[src/rtl/keypad_emulator.sv]
// keypad_emulator: 4x4 matrix keypad model driven by a valid/ready press request.
// Optional contact bounce at press and release: define KEYPAD_EMU_BOUNCE_EN.
module keypad_emulator #(
    parameter int HOLD_CYCLES   = 64,
    parameter int GAP_CYCLES    = 16,
    parameter int BOUNCE_CYCLES = 8
) (
    input  logic       clk,
    input  logic       rst,
    input  logic       key_valid,
    input  logic [3:0] key_code,
    output logic       key_ready,
    output logic       key_done,
    input  logic       R1,
    input  logic       R2,
    input  logic       R3,
    input  logic       R4,
    output logic       C1,
    output logic       C2,
    output logic       C3,
    output logic       C4
);

    localparam int MAXHG = (HOLD_CYCLES > GAP_CYCLES) ? HOLD_CYCLES : GAP_CYCLES;
    localparam int MAXP  = (MAXHG > BOUNCE_CYCLES) ? MAXHG : BOUNCE_CYCLES;
    localparam int CW    = $clog2(MAXP + 1);

    localparam logic [CW-1:0] HOLD_LAST = CW'(HOLD_CYCLES - 1);
    localparam logic [CW-1:0] GAP_LAST  = CW'(GAP_CYCLES - 1);

    localparam logic [2:0] IDLE = 3'd0;
    localparam logic [2:0] HOLD = 3'd2;
    localparam logic [2:0] GAP  = 3'd4;
`ifdef KEYPAD_EMU_BOUNCE_EN
    localparam logic [2:0] BOUNCE_IN  = 3'd1;
    localparam logic [2:0] BOUNCE_OUT = 3'd3;
    localparam logic [CW-1:0] BNC_LAST = CW'(BOUNCE_CYCLES - 1);
    localparam logic [2:0] PRESS_ST = BOUNCE_IN;
`else
    localparam logic [2:0] PRESS_ST = HOLD;
`endif

    logic [2:0]    state, state_n;
    logic [CW-1:0] cnt, cnt_n;
    logic [3:0]    code, code_n;
    logic [3:0]    cq, cq_n;
    logic [3:0]    rows;
    logic          contact;
    logic          row_hit;
    logic          accept;

    assign rows = {R4, R3, R2, R1};

    // Finishing edge of the gap doubles as the earliest next handshake.
    always_comb begin
        key_done  = (state == GAP) && (cnt == GAP_LAST);
        key_ready = (state == IDLE) || key_done;
        accept    = key_valid && key_ready;
    end

    // Contact closure as a function of state and position within it.
    always_comb begin
        contact = 1'b0;
        case (state)
            HOLD:       contact = 1'b1;
`ifdef KEYPAD_EMU_BOUNCE_EN
            BOUNCE_IN:  contact = ~cnt[1];
            BOUNCE_OUT: contact = ~cnt[1];
`endif
            default:    contact = 1'b0;
        endcase
    end

    // Press sequencing: next state, cycle counter and latched key code.
    always_comb begin
        state_n = state;
        cnt_n   = cnt + 1'b1;
        code_n  = code;
        case (state)
            IDLE: begin
                cnt_n = '0;
                if (accept) begin
                    code_n  = key_code;
                    state_n = PRESS_ST;
                end
            end
`ifdef KEYPAD_EMU_BOUNCE_EN
            BOUNCE_IN: begin
                if (cnt == BNC_LAST) begin
                    cnt_n   = '0;
                    state_n = HOLD;
                end
            end
            BOUNCE_OUT: begin
                if (cnt == BNC_LAST) begin
                    cnt_n   = '0;
                    state_n = GAP;
                end
            end
`endif
            HOLD: begin
                if (cnt == HOLD_LAST) begin
                    cnt_n = '0;
`ifdef KEYPAD_EMU_BOUNCE_EN
                    state_n = BOUNCE_OUT;
`else
                    state_n = GAP;
`endif
                end
            end
            GAP: begin
                if (key_done) begin
                    cnt_n = '0;
                    if (accept) begin
                        code_n  = key_code;
                        state_n = PRESS_ST;
                    end else begin
                        state_n = IDLE;
                    end
                end
            end
            default: begin
                cnt_n   = '0;
                state_n = IDLE;
            end
        endcase
    end

    // Only the latched row can close onto the latched column.
    always_comb begin
        row_hit         = rows[code[3:2]];
        cq_n            = 4'b0000;
        cq_n[code[1:0]] = contact & row_hit;
    end

    // State, counter, code and column return registers.
    always_ff @(posedge clk or negedge rst) begin
        if (!rst) begin
            state <= IDLE;
            cnt   <= '0;
            code  <= 4'b0000;
            cq    <= 4'b0000;
        end else begin
            state <= state_n;
            cnt   <= cnt_n;
            code  <= code_n;
            cq    <= cq_n;
        end
    end

    assign C1 = cq[0];
    assign C2 = cq[1];
    assign C3 = cq[2];
    assign C4 = cq[3];

endmodule

[config.mk]
export PLATFORM = sky130hd
export DESIGN_NAME = keypad_emulator
export DESIGN_NICKNAME = d
export VERILOG_FILES = /design/src/rtl/keypad_emulator.sv
export SDC_FILE = /design/constraint.sdc
export NUM_CORES = 1
export LEC_CHECK = 0
export BUFFER_PORTS_ARGS = -buffer_cell sky130_fd_sc_hd__buf_2
export CORE_UTILIZATION = 56
export CTS_CLUSTER_DIAMETER = 60
export DETAILED_ROUTE_END_ITERATION = 8
export PLACE_DENSITY = 0.86
export SLEW_MARGIN = 30
export SYNTH_ARGS = -nofsm -noshare
export SYNTH_HDL_FRONTEND = slang
export SYNTH_SLANG_ARGS = --single-unit
[constraint.sdc]
create_clock -name clk -period 3.1 [get_ports clk]
set_clock_uncertainty 0.15 [all_clocks]
set_input_delay 0.31 -clock clk [delete_from_list [all_inputs] [get_ports clk]]
set_output_delay 0.31 -clock clk [all_outputs]
set_load 0.01 [all_outputs]
Word level (Yosys, flattened, before mapping):

Cells that the tools add are included.

* multiply operators: 0
* reduce and logical (&&, ||, !) cells: 8
* magnitude comparators: 3
* eq/ne operators: 7
* bitwise logic cells: 2
* muxes and demuxes: 16
* shifts and indexed selects: 0
* div/mod/pow operators: 0
* add/subtract/negate cells: 1

Operator list (count)
* 7-bit two-way mux: 2
* 7-bit case mux with 2 select lines: 1
* 3-bit two-way mux: 3
* 3-bit case mux with 3 select lines: 1
* 4-bit two-way mux: 2
* 4-bit case mux with 2 select lines: 1
* 7-bit by 1-bit adder with 7-bit output (second input constant): 1
* 7-bit by 4-bit equality test with 1-bit output (second input constant): 1
* 7-bit by 6-bit equality test with 1-bit output (second input constant): 1
* 2-bit by 3-bit less-than comparator with 1-bit output (second input constant): 2
* 2-bit != test (second input constant): 3
* 4-bit bitwise AND: 1
* 3-bit by 2-bit equality test with 1-bit output (second input constant): 1
* 3-bit equality test (second input constant): 1
* 1-bit logical AND: 3
* 3-bit logical NOT: 1
* 1-bit two-way mux: 3
* 3-bit AND reduction: 1
* 1-bit binary-select mux with 2-bit select: 1
* 1-bit demux with 2-bit select: 1
* 2-bit by 1-bit greater-or-equal comparator with 1-bit output (second input constant): 1
* 2-bit two-way mux: 1
* 2-bit AND reduction: 1
* 2-bit nonzero test: 1
* 2 further kinds: 2

* memories: 0
* latch bits: 0
* ROM bits: 0
* memory bits (writable): 0
* bits of input ports: 11
* output and inout bits: 6
* logic and storage cells: 41
* register bits: 18

Longest topological paths before layout:

Gate-level depths: netlist of run 1.

* word-level depth: 7
* gate-level depth with buffers: 6
* depth with buffers taken out: 6

Least setup slack after synthesis of run 1:

No wires, ideal clock.

* path kind: register to register
* from: register cnt[0]
* to: register code[0]
* data required time: 2.825 ns
* slack: 1.109 ns
* period minus slack after synthesis: 1.991 ns
* data arrival time: 1.716 ns
* library setup time: 0.125 ns
* buffers on the path: 1
* cell stages (with the launch flop): 7
* cell sequence: dfrtp_1 -> ha_1 -> and3_2 -> buf_2 -> and3_1 -> o21ai_2 -> mux2_2

* word-level cells in the longest chain between the ends: 7
* elaborated cells between the ends (all ways): 9
* those cells by class: eq/ne (2); mux (3); reduce/logical (4)

Ends and longest elaborated chain
* from (decl): RTL line 44 `logic [CW-1:0] cnt, cnt_n;`
* from (signal assigned): RTL line 145 `cnt <= cnt_n;`
* 7-bit by 4-bit equality test with 1-bit output *: RTL line 56 `key_done = (state == GAP) && (cnt == GAP_LAST);`
* 1-bit logical AND *: RTL line 56
* net key_done: RTL line 13 `output logic key_done,`
* 1-bit logical OR: RTL line 57 `key_ready = (state == IDLE) || key_done;`
* 1-bit logical AND: RTL line 58 `accept = key_valid && key_ready;`
* 4-bit two-way mux (2 in series)
* 4-bit case mux with 2 select lines
* to (signal assigned): RTL line 146 `code <= code_n;`
* to (decl): RTL line 45 `logic [3:0] code, code_n;`

Mark *: on every way through the listed nets, which the timed path passes. The rest lies on a longest branch. The select of a mux whose other input is x is not followed.
A chain may end at the register's enable or synchronous reset.

Worst setup path in the final report of run 1:

* from: register cnt[0]
* to: output key_ready

* word-level cells in the longest chain between the ends: 3

Ends and longest elaborated chain
* 7-bit by 4-bit equality test with 1-bit output: RTL line 56
* 1-bit logical AND: RTL line 56
* 1-bit logical OR: RTL line 57
* to (decl): RTL line 12 `output logic key_ready,`

Every way passes these cells.

==> run summary, run 1 <==
run status - completed
GRT Overall Usage - 22.1%
Bufs and invs on worst path - 2
CP Class - reg -> out
Chip Width - 40.9 um
slowest stage cell, crit path - dfrtp_1
via/cell ratio - 5.61
final-report hold violation count - 0
element type at the critical path end - primary output
Wirelength per Cell - 13.5 um
Core Area - 1350 um2
first-pass GRT wire length - 2240 um
routability cong. - 0.722
row cnt - 13
CP required - 2.64 ns
Vias - 623
post-detailed-route count of antenna-violating nets - 0
CTS H-tree lvls - 1
pwr/cell area - 630 nW/um2
DRT Wirelength - 1500 um
CP startpoint kind - flip-flop
initial antenna violation count - 0
Max Fclk - 0.470 GHz
number of global-route vias before repair - 543
worst vdd ir - 0.379 mV
setup bufs post-CTS - 0
DRC - 0
cell family with most CP delay - flip-flops
DIE HEIGHT - 40.9 um
Slew HR - 74.9%
CTS root buf - clkbuf_4
setup_tns - 0 ns
I/O pin count - 17
largest stage delay on the critical path - 0.41 ns
Final Cycle Share - 68.6%
largest net degree at the start of global routing - 18
Post-Syn Area per Cell - 11.1 um2
share of cells above drive strength 1 - 29.2%
antenna cells - 0
total grt overflow - 0
RSZ-0062 raised after global routing - false
Mapped Cells - 76
cts bufs inserted - 3
clock tree buffer depth - 2
max-cap violations - 0
class of the most critical hold timing path - in -> reg
I/O Buffers - 16
crit path DAT - 1.67 ns
EDFF count, synth - 0
DRT iter0 DRCs - 12
Initial Utilization - 62.7%
cts repair resizes - 0
Final setup violation count - 0
Cell Area, Synth - 847 um2
dpl hpwl - 1170 um
Fill cells - 107
Synth Flop Type - dfrtp_1
synthesis-stage register bit count - 17
utilization after layout - 72.4%
Pre-antenna DRT Iters - 4
Least-Margin Pin Slew - 0.376 ns
Synthesized Nets - 92
Synth-to-Final Area Change - 15.4%
crit-path cells - ha_1 -> and3_2 -> a31oi_1 -> inv_1 -> buf_2
min Tclk post-route - 2.13 ns
Reg clk slew, reported paths - 0.09 ns
hold buffers post-CTS - 1
Distinct cells, synth - 28
CTS tree - done
die area - 1670 um2
Final nets - 113
crit-path max FO - 5
total power - 616 uW
Leakage - 0.465 nW
ys async rst share - 100%
Clk Latency, worst-skew pair - 0.28 ns
register area share after synthesis - 50.2%
max-slew violations - 0
Clock Sinks - 17
YS warnings - 0
## report_power, final
group	total, mW	internal [mW]	switching, mW
clock network	0.116	0.0499	0.0658
logic	0.197	0.0964	0.100
registers	0.303	0.268	0.0351
## worst paths after layout
kind	cells after the start	start	to	slack, ns
max	5	cnt[0]	key_ready	0.97
min	2	key_code[1]	code[1]	0.10
max reg2reg	5	cnt[0]	cnt[6]	1.12
min reg2reg	1	cnt[0]	cnt[0]	0.33
max in group asynchronous	2	rst	cnt[2]	2.20
min in group asynchronous	2	rst	cnt[5]	0.33
## cell usage in the layout, fill, tap and decap left out, types with 2 or more instances in the layout
master	synthesis	layout
dfrtp_1	17	17
buf_2	1	16
nor2_1	10	10
inv_1	5	5
ha_1	5	5
xnor2_1	4	4
mux2_2	4	4
nand3_1	3	3
nand2_1	3	3
clkbuf_4	0	3
nor3_1	2	2
and3_1	2	2
nor3b_1	2	2
a21oi_1	2	2
o21ai_0	2	2
## flip-flops by register name, indices dropped and copies added (netlist names)
signal / count
state: 2
cq: 4
cnt: 7
code: 4
## cell families after synthesis
group                    synth area share (%)
adder cells (fa/ha/maj)                  7.39
flip-flops                               50.2
XOR/XNOR                                 5.17
buffers and inverters                    2.81
AO/OA/AOI/OAI                            7.83
multiplexers                             7.98
AND/OR/NAND/NOR                          18.6
## cells in the mapped netlist, types with 2 or more instances
cell / number / area, um2
dfrtp_1: 17 / 425
nor2_1: 10 / 37.5
ha_1: 5 / 62.6
inv_1: 5 / 18.8
mux2_2: 4 / 45.0
xnor2_1: 4 / 35.0
nand2_1: 3 / 11.3
nand3_1: 3 / 15.0
a21oi_1: 2 / 10.0
and3_1: 2 / 12.5
nor3_1: 2 / 10.0
nor3b_1: 2 / 15.0
o21ai_0: 2 / 10.0
## metrics by stage
stage / hold slack [ns] / instance area, um2 / std cells / setup WS (ns)
floorplan: -0.136 / 847 / 76 / 1.11
finish: 0.100 / 977 / 111 / 0.974
global route: 0.0828 / 977 / 111 / 0.879
global placement: 0.0908 / 941 / 106 / 1.19
detailed placement: 0.0980 / 941 / 106 / 1.14
CTS: 0.0913 / 977 / 111 / 0.979
## layout make-up
| cell class | instances | area, um2 | area share [%] |
|---|---|---|---|
| Sequential cell | 17 | 425 | 43.5 |
| Multi-Input combinational cell | 53 | 398 | 40.7 |
| Timing Repair Buffer | 17 | 90.1 | 9.22 |
| Clock buffer | 4 | 26.3 | 2.69 |
| Inverter | 5 | 18.8 | 1.92 |
| Tap cell | 15 | 18.8 | 1.92 |
## metal layers
| layer | part of all wire [%] | global-route usage, % |
|---|---|---|
| met1 | 44 | 24.5 |
| met4 | 1.6 | 14.2 |
| met3 | 4.1 | 8.15 |
| met2 | 50 | 35.2 |
| met5 | 0 | 0 |
Note: power is estimated with default switching activity, not from simulation.
==> run 2, diff against run 1 <==
CORE_UTILIZATION = 47   (was 56)
PLACE_DENSITY = 0.78   (was 0.86)
clock period = 1.9 ns   (was 3.1 ns; I/O delays follow)
==> run 2 against run 1 <==
Via count grew 9.1%; core utilization fell by 1.3 points; wire length grew 25%; cell area grew 16%; non-clock buffer count grew 9; global-route usage up 0.78 points; first-iteration DRC count stayed put; largest cell class is now multi-input gates; largest power group unchanged.
==> run summary, run 2 (synthesized netlist as in run 1, its figures left out) <==
Bufs and invs on worst path - 1 (-1)
I/O Buffers - 16 (unchanged)
pwr/cell area - 984 nW/um2 (+56%)
number of global-route vias before repair - 697 (+28%)
Clock Sinks - 17 (unchanged)
pre-CTS WS - 0.0133 ns (-1.13 ns)
clock tree buffer depth - 2 (unchanged)
row cnt - 14 (+1)
gr busiest metal - met2
total grt overflow - 0 (unchanged)
first-pass GRT wire length - 3170 um (+41%)
post-layout instance area - 1130 um2 (+16%)
GRT Overall Usage - 22.9% (+0.78 points)
R2R Setup Slk - 0.002 ns (-1.12 ns)
total power - 1.11 mW (+81%)
crit-path cells - inv_1 -> ha_2 -> or4_4 -> a2111oi_2 -> o21bai_1
Final setup violation count - 0 (unchanged)
largest stage delay on the critical path - 0.52 ns (+0.11 ns)
Least-Margin Pin Slew - 0.378 ns (+0.00205 ns)
hold path startpoint - key_valid
class of the most critical hold timing path - in -> reg
Clk Latency, worst-skew pair - 0.28 ns (about the same)
Max Fclk - 0.527 GHz
DRT iter0 DRCs - 12 (unchanged)
cell count of the worst hold path - 3 (+1)
RSZ-0062 raised after global routing - true
area of the multi-input gates - 464 um2 (+17%)
Final nets - 122 (+8.0%)
Wirelength per Cell - 14.5 um (+7.3%)
Initial Utilization - 53.1% (-9.6 points)
DRC - 0 (unchanged)
Final Cycle Share - 99.9%
number of flip-flops in the largest register - 7 (unchanged)
element type at the critical path end - flip-flop
Reg clk slew, reported paths - 0.09 ns (about the same)
Register-to-Register Path Depth - 5 (unchanged)
routability cong. - 0.847 (+17%)
reg2reg start - state[2]
CTS root buf - clkbuf_4
Hold EP - code[1]
via/cell ratio - 5.27 (-6.1%)
crit-path max FO - 4 (-1)
crit path DAT - 1.96 ns (+0.29 ns)
CP required - 1.97 ns (-0.67 ns)
Core Area - 1590 um2 (+18%)
DIE HEIGHT - 44.5 um (+8.7%)
biggest regs - cnt x7, code x4, cq x4
I/O pin count - 17 (unchanged)
GR Util met3 - 6.94% (-1.2 points)
max-slew violations - 0 (unchanged)
min Tclk post-route - 1.90 ns
CP Class - reg -> reg
most frequent cells in the layout - 17 x dfrtp_1, 16 x buf_2, 10 x nor2_1
post-detailed-route count of antenna-violating nets - 0 (unchanged)
register area - 425 um2 (unchanged)
share of cells above drive strength 1 - 39.0% (+9.9 points)
Leakage - 0.503 nW (+8.2%)
die area - 1980 um2 (+18%)
Pre-antenna DRT Iters - 5 (+1)
CTS tree - done
commonest non-fill, non-tap cell in the layout - dfrtp_1
antenna cells - 0 (unchanged)
GRT met2 Usage - 37.4% (+2.2 points)
final setup margin - 0.00215 ns (-0.972 ns)
Vias - 680 (+9.1%)
max-cap violations - 0 (unchanged)
Placed Area - 990 um2 (+5.2%)
slowest stage cell, crit path - or4_4
RR Endpoint - state[1]
run status - completed
Chip Width - 44.5 um (+8.7%)
worst vdd ir - 0.708 mV (+86%)
Most flops, register - cnt
Slew HR - 74.8% (-0.14 points)
CTS H-tree lvls - 1 (unchanged)
Synth-to-Final Area Change - 33.7%
initial antenna violation count - 0 (unchanged)
CP startpoint kind - flip-flop
grt met1 use - 28.5% (+4.0 points)
dpl hpwl - 1250 um (+6.6%)
DRT Wirelength - 1870 um (+25%)
largest net degree at the start of global routing - 18 (unchanged)
cts bufs inserted - 3 (unchanged)
final-report hold violation count - 0 (unchanged)
cell family with most CP delay - simple AND/OR/NAND/NOR gates
Fill cells - 117 (+9.3%)
-- run 2: cell types whose count changed in the layout (fill, tap and decap cells not counted), sizes merged --
| cell | before | now |
|---|---|---|
| buf | 16 | 21 |
| dlygate4sd3 | 1 | 5 |
-- run 2: what timing repair did --
item / in CTS / in global routing
pin swaps: 0 / 3
hold buffers: 5 / 0
setup endpoints to repair: 2 / 14
cloned: 0 / 0
endpoints found under the hold margin: 21 / 0
setup buffers: 0 / 2
resized for setup: 3 / 6
-- run 2: how the worst max path moves through the flow --
stage | startpoint | to | slack [ns] | cells after the start
floorplan | cnt[0] | code[0] | 0.04 | 6
global placement | state[2] | state[1] | 0.04 | 5
detailed placement | state[2] | state[1] | 0.01 | 5
CTS | cnt[0] | key_ready | -0.03 | 5
global route | state[2] | state[1] | -0.06 | 5
finish | state[2] | state[1] | 0.002 | 5
-- run 2: through the flow --
step | std cells | utilization, % | hold WS (ns) | TNS [ns]
2_1_floorplan | 76 | - | -0.256 | 0
3_3_place_gp | 118 | 62.1 | -0.0264 | 0
3_5_place_dp | 118 | 62.1 | -0.0168 | 0
4_1_cts | 127 | 67.7 | 0.136 | -0.0304
5_1_grt | 129 | 71.0 | 0.143 | -0.169
6_report | 129 | 71.0 | 0.148 | 0
-- run 2: area by class of cell --
cell class              count  area share (%)
multi-input cells          53            41.0
flip-flops and latches     17            37.6
repair buffers             26            14.8
well taps                  24            2.65
clock buffers               4            2.32
inverters                   5            1.66
-- run 2: power breakdown --
group / switching, mW / internal, mW / total, mW
combinational: 0.205 / 0.223 / 0.427
sequential: 0.0634 / 0.437 / 0.501
clock: 0.104 / 0.0816 / 0.186
-- run 2: worst reg2reg max path: stages (launching register included) --
cell and delay (ns):
dfrtp_1 0.42, inv_1 0.10, ha_2 0.20, or4_4 0.52, a2111oi_2 0.30, o21bai_1 0.15
-- run 2: layer usage --
| layer | share of wire, % | wire [um] |
|---|---|---|
| met4 | 2.4 | 44 |
| met5 | 0 | 0 |
| met3 | 3.7 | 69 |
| met2 | 52 | 982 |
| met1 | 41 | 775 |
